<file path="config.mk">
export PLATFORM = sky130hd
export DESIGN_NAME = scan_sel_gen
export DESIGN_NICKNAME = d
export VERILOG_FILES = /design/src/rtl/scan_sel_gen.sv
export SDC_FILE = /design/constraint.sdc
export NUM_CORES = 1
export LEC_CHECK = 0
export CAP_MARGIN = 5
export CORE_MARGIN = 2
export CORE_UTILIZATION = 40
export DETAILED_ROUTE_END_ITERATION = 10
export PLACE_DENSITY_LB_ADDON = 0.15
export SYNTH_ARGS = -nofsm -noshare
export SYNTH_HDL_FRONTEND = slang
export SYNTH_SLANG_ARGS = --single-unit
</file>
<file path="constraint.sdc">
create_clock -name clk -period 2.42 [get_ports clk]
set_clock_uncertainty 0.1 [all_clocks]
set_input_delay 0.363 -clock clk [delete_from_list [all_inputs] [get_ports clk]]
set_output_delay 0.363 -clock clk [all_outputs]
set_load 0.1 [all_outputs]
</file>
<file path="src/rtl/scan_sel_gen.sv">
// scan_sel_gen - scan controller for a 4:1 display multiplexer.
//
// Steps the mux selects {clky,clkz} through w, x, y, z, one slot of DIV
// clock cycles each. The matching active-low digit enable is held off for the
// first BLANK cycles of every slot, so no digit is driven while the select
// settles. A one-cycle tick marks the first cycle of each new slot.
//
// Ports:
//   clk        in   system clock, rising edge
//   rst_n      in   asynchronous active-low reset
//   en         in   scan enable; 0 freezes the scan and blanks the display
//   digit_mask in   [3:0] digits taking part in the scan (SCAN_MASK_EN only)
//   clky       out  mux select MSB (phase[1])
//   clkz       out  mux select LSB (phase[0])
//   an         out  [3:0] digit enables, active low, bit i = digit i
//   tick       out  one-cycle pulse at each slot boundary
//
// Optional feature macro: SCAN_MASK_EN (adds digit_mask and skips digits
// whose mask bit is clear).
//
// Enable decode states:
//   state | meaning
//   BLANK | en_q low or cnt < BLANK; all enables off
//   ON    | en_q high and cnt >= BLANK; only digit 'phase' enabled
//
// Every output is decoded from flops; there is no input-to-output path.

module scan_sel_gen #(
  parameter int DIV   = 50000,
  parameter int BLANK = 4,
  parameter int CW    = 16
) (
  input  logic       clk,
  input  logic       rst_n,
  input  logic       en,
`ifdef SCAN_MASK_EN
  input  logic [3:0] digit_mask,
`endif
  output logic       clky,
  output logic       clkz,
  output logic [3:0] an,
  output logic       tick
);

  localparam logic [CW-1:0] LAST_C  = CW'(DIV - 1);
  localparam logic [CW-1:0] BLANK_C = CW'(BLANK);

  logic [CW-1:0] r_cnt;
  logic [1:0]    r_phase;
  logic          r_en_q;
  logic          r_tick;
`ifdef SCAN_MASK_EN
  logic [3:0]    r_mask;
  logic          w_found;
`endif

  logic [1:0]    w_next_phase;
  logic          w_in_blank;
  logic          w_wrap;

  assign w_wrap = (r_cnt == LAST_C);

  // With BLANK=0 the blanking window does not exist; a generate keeps the
  // always-false unsigned compare out of the netlist.
  generate
    if (BLANK == 0) begin : g_no_blank
      assign w_in_blank = 1'b0;
    end else begin : g_blank
      assign w_in_blank = (r_cnt < BLANK_C);
    end
  endgenerate

`ifdef SCAN_MASK_EN
  // Search phase+1 .. phase+4 for the first digit in the mask; the fourth
  // candidate is the current digit itself. An empty mask holds the phase.
  always_comb begin
    w_next_phase = r_phase;
    w_found      = 1'b0;
    for (int i = 1; i <= 4; i++) begin
      if (!w_found && digit_mask[r_phase + 2'(i)]) begin
        w_next_phase = r_phase + 2'(i);
        w_found      = 1'b1;
      end
    end
  end
`else
  always_comb begin
    w_next_phase = r_phase + 2'd1;
  end
`endif

  always_ff @(posedge clk or negedge rst_n) begin
    if (!rst_n) begin
      r_cnt   <= '0;
      r_phase <= 2'd0;
      r_en_q  <= 1'b0;
      r_tick  <= 1'b0;
`ifdef SCAN_MASK_EN
      r_mask  <= 4'hF;
`endif
    end else begin
      r_en_q <= en;
      r_tick <= 1'b0;
      // en low wins over a pending wrap: cnt parks at DIV-1 and the wrap
      // happens on the next enabled cycle.
      if (en) begin
        if (w_wrap) begin
          r_cnt   <= '0;
          r_phase <= w_next_phase;
          r_tick  <= 1'b1;
`ifdef SCAN_MASK_EN
          r_mask  <= digit_mask;
`endif
        end else begin
          r_cnt <= r_cnt + CW'(1);
        end
      end
    end
  end

  assign clky = r_phase[1];
  assign clkz = r_phase[0];
  assign tick = r_tick;

  always_comb begin
    an = 4'b1111;
`ifdef SCAN_MASK_EN
    // Mask is sampled at the wrap, so a digit dropped from the mask (or an
    // empty mask) blanks from the slot boundary on, never mid-slot.
    if (r_en_q && !w_in_blank && r_mask[r_phase]) begin
      an = ~(4'b0001 << r_phase);
    end
`else
    if (r_en_q && !w_in_blank) begin
      an = ~(4'b0001 << r_phase);
    end
`endif
  end

endmodule

</file>
==> impl_summary.log, run 1 <==
INFO  metric synthDominantAreaCellType = dfrtp_1
INFO  metric synth.avg_cell_area = approximately 10 sq um
INFO  metric path_buf_inv = 1
INFO  metric clock_sinks = 20
INFO  metric n_fill_cell = ~240
INFO  metric cts-root-to-sink-buffers = 2
INFO  metric crit_fanout = 5
INFO  metric postRouteAntennaNets = 0
INFO  metric dr_total_vias = slightly above 800
INFO  metric grt_pass1_vias = roughly 770
INFO  metric dieHeight = around 55 um
INFO  metric drv.max_cap_violation_count = 0
INFO  metric use_met3 = 0.0269
INFO  metric detail_route.vias_per_cell = approximately 5.4
INFO  metric signed_area_change_from_the_synthesized_netlist_to_the_final_layout = 22.1%
INFO  metric drtIter0Drc = 4
INFO  metric detail_route.first_pass.iterations = 4
INFO  metric global_route.usage.met1 = 0.225
INFO  metric synth.most_common_cell = dfrtp_1
INFO  metric gpl_congestion = 0.841
INFO  metric grt_pass1_wl = between 3000 and 4000 um
INFO  metric grt_usage = 0.168
INFO  metric clk_latency = 0.30 ns
INFO  metric setup_viol = 0
INFO  metric antenna_found_initial = 0
INFO  metric rows = 18
INFO  metric peakVddDrop = about 0.37 mV
INFO  metric setup-tns-final = 0 ns
INFO  metric clock_root_cell = clkbuf_4
INFO  metric layout.cell_area.non_filler = 1270 sq um
INFO  metric worst_setup_path_start_kind = flip-flop
INFO  metric crit_chain = nor4_4 > nand2_1 > o21a_1 > nand2_1 > buf_12
INFO  metric worst-setup-path-type = reg2out
INFO  metric largest_net_degree_at_the_start_of_global_routing = 21
INFO  metric static-leakage-power = around 0.00060 uW
INFO  metric critPathRequiredTime = slightly below 2 ns
INFO  metric cts_tree = built
INFO  metric timing_hold_violations_final = 0
INFO  metric post_synth_main_area_contributors = dfrtp_1, xor2_1, ha_1
INFO  metric antenna_cells_inserted = 0
INFO  metric max-slew-margin-rel = 0.747
INFO  metric grt_setup_unrepaired = false
INFO  metric cpMostUsedCell = nand2_1
INFO  metric design.core.area = approximately 2500 sq um
INFO  metric post-route-period-util = 0.941
INFO  metric port_buffers = 9
INFO  metric crit_path_top_delay_cell = dfrtp_1
INFO  metric global_route.overflow_total = 0
INFO  metric synth_enable_flop_cells = 0
INFO  metric grt_most_used_layer = met2
INFO  metric synth-seq-cells = 20
INFO  metric clock_transition_at_the_registers_of_the_reported_paths = ~0.11 ns
INFO  metric cp-end-kind = primary output
INFO  metric cp_data_arrival_time = around 1.8 ns
INFO  metric period_needed = approximately 2.3 ns
INFO  metric die_width = about 55 um
INFO  metric syn_nets = around 110
INFO  metric drt_wl_total = between 2000 and 2500 um
INFO  metric placement.cell_area = approximately 1200 sq um
INFO  metric post_synth_instance_area = about 1000 sq um
INFO  metric worst_path_largest_cell_delay = around 0.48 ns
INFO  metric report.final.slew_viol_count = 0
INFO  metric final_nets = between 100 and 150
INFO  metric worstHoldPathType = in2async
INFO  metric ys_warn_count = 0
INFO  metric share_of_final_layout_standard_cells_stronger_than_drive_strength_1 = 0.167
INFO  metric count_of_unresolved_drc_violations_after_routing = 0
INFO  metric worst-slew-pin-transition = between 0.3 and 0.4 ns
INFO  metric synth_cells = between 100 and 150
INFO  metric post_synth_most_frequent_cells = dfrtp_1, nand2_1, xor2_1, nor2_1, nor3_1
INFO  metric synthFlopType = dfrtp_1
INFO  metric grt_use_met2 = 0.264
INFO  metric run_status = completed
INFO  metric dp_hpwl = about 1500 um
INFO  metric synth.lib_cells_used.distinct = 27
INFO  metric cts-htree-levels = 1
INFO  metric die_area = between 3000 and 4000 sq um
INFO  metric synth.top_cell.area_share = 0.480
INFO  metric synth-seq-area-share = 0.480
INFO  metric fraction_of_registers_with_async_set_or_reset_after_synthesis = 1.00
INFO  metric cts_inserted_buffers = 3
INFO  metric cpLargestDelayFamily = simple AND/OR/NAND/NOR gates
INFO  metric io_pins = 10
INFO  metric initial_core_util = 0.421
INFO  metric power_density = approximately 640 nW/um^2
INFO  metric fmax = about 440 MHz
INFO  metric avgRoutedWirePerCell = between 10 and 15 um
cell type report:
class                   instances  area [sq um]  share of cell area
multi-input cells              78           528               0.415
flip-flops and latches         20           503               0.395
well taps                      30          37.5              0.0295
clock buffers                   4          36.3              0.0285
inverters                       6          22.5              0.0177
repair buffers                 12           145               0.114
registers in the layout, summed over array words and instances (netlist names):
name / flops
r_cnt: 16
r_phase: 2
tick: 1
r_en_q: 1
layer usage:
| metal | vias up | share of wire | routed length [um] |
|---|---|---|---|
| met2 | 20 | 0.47 | 966 |
| met3 | 5 | 0.035 | 71 |
| li1 | 397 | - | - |
| met5 | - | 0 | 0 |
| met1 | 383 | 0.48 | 981 |
| met4 | 0 | 0.018 | 37 |
through the flow:
stage | worst slack [ns] | instances | utilization | total power, uW | hold WS, ns
floorplan | 0.210 | 104 | - | 542 | -0.0326
global placement | 0.353 | 146 | 0.495 | 608 | 0.389
detailed placement | 0.311 | 146 | 0.495 | 609 | 0.387
CTS | 0.0779 | 150 | 0.510 | 809 | 0.291
global route | 0.0114 | 150 | 0.514 | 867 | 0.303
finish | 0.143 | 150 | 0.514 | 814 | 0.290
what timing repair did:
item | 4_1_cts | 5_1_grt
setup endpoints to repair | 0 | 4
buffers inserted | 0 | 0
hold buffers | 0 | 0
gates resized for setup | 0 | 1
cells by family (layout without fill, tap and decap cells):
logic type	after synthesis	after routing	share of synthesized area
compound gates	9	9	0.0552
flops	20	20	0.480
simple gates	51	51	0.268
mux	1	1	0.0144
fa+ha+maj	5	5	0.0600
buf+inv	6	22	0.0216
xor+xnor	12	12	0.101
power breakdown:
| part | switching, uW | leakage, uW | total, uW | internal, uW |
|---|---|---|---|---|
| logic | 83.6 | 0.000323 | 157 | 73.2 |
| registers | 77.8 | 0.000251 | 458 | 381 |
| clock network | 107 | 0.0000210 | 198 | 91.8 |
| total | 268 | 0.000595 | 814 | 546 |
layout by cell type (no fill, tap or decap), types with 2 or more instances in the layout:
master,Yosys,final
nand4_1,4,4
xnor2_1,4,4
inv_1,6,6
dfrtp_2,0,2
o21ai_0,3,3
xor2_1,8,8
clkbuf_4,0,3
nor4_1,2,2
clkdlybuf4s50_1,0,2
and4_1,2,2
nor2_1,7,7
buf_4,0,6
nand3_1,6,6
ha_1,5,5
buf_12,0,4
dfrtp_1,20,18
and3_1,2,2
nand2b_1,2,2
nor3_1,7,7
nand2_1,14,14
worst reg2reg max path: stages (launching register included):
cell and delay [ns]:
dfrtp_1 0.50, nand4_1 0.24, or4_1 0.59, o211ai_1 0.11, o21ai_1 0.08
path summary, 6_finish.rpt:
check                           cells after the start      start         end  slack [ns]
worst max-delay path                                5  r_cnt[10]       an[2]        0.14
min in group clk                                    1  r_cnt[12]   r_cnt[12]        0.41
worst max register to register                      4   r_cnt[5]   r_cnt[15]        0.70
worst min register to register                      1  r_cnt[12]   r_cnt[12]        0.41
max in group asynchronous                           2      rst_n  r_phase[0]        1.71
worst min-delay path                                2      rst_n    r_cnt[6]        0.29
Power figures use the tool's default switching activity.
==> inputs of run 2 (changes only) <==
- CTS_CLUSTER_SIZE: unset -> 8
- HOLD_SLACK_MARGIN: unset -> 0.15
==> results of run 2 <==
Final layout, timing and power as in run 1 (identical DEF).
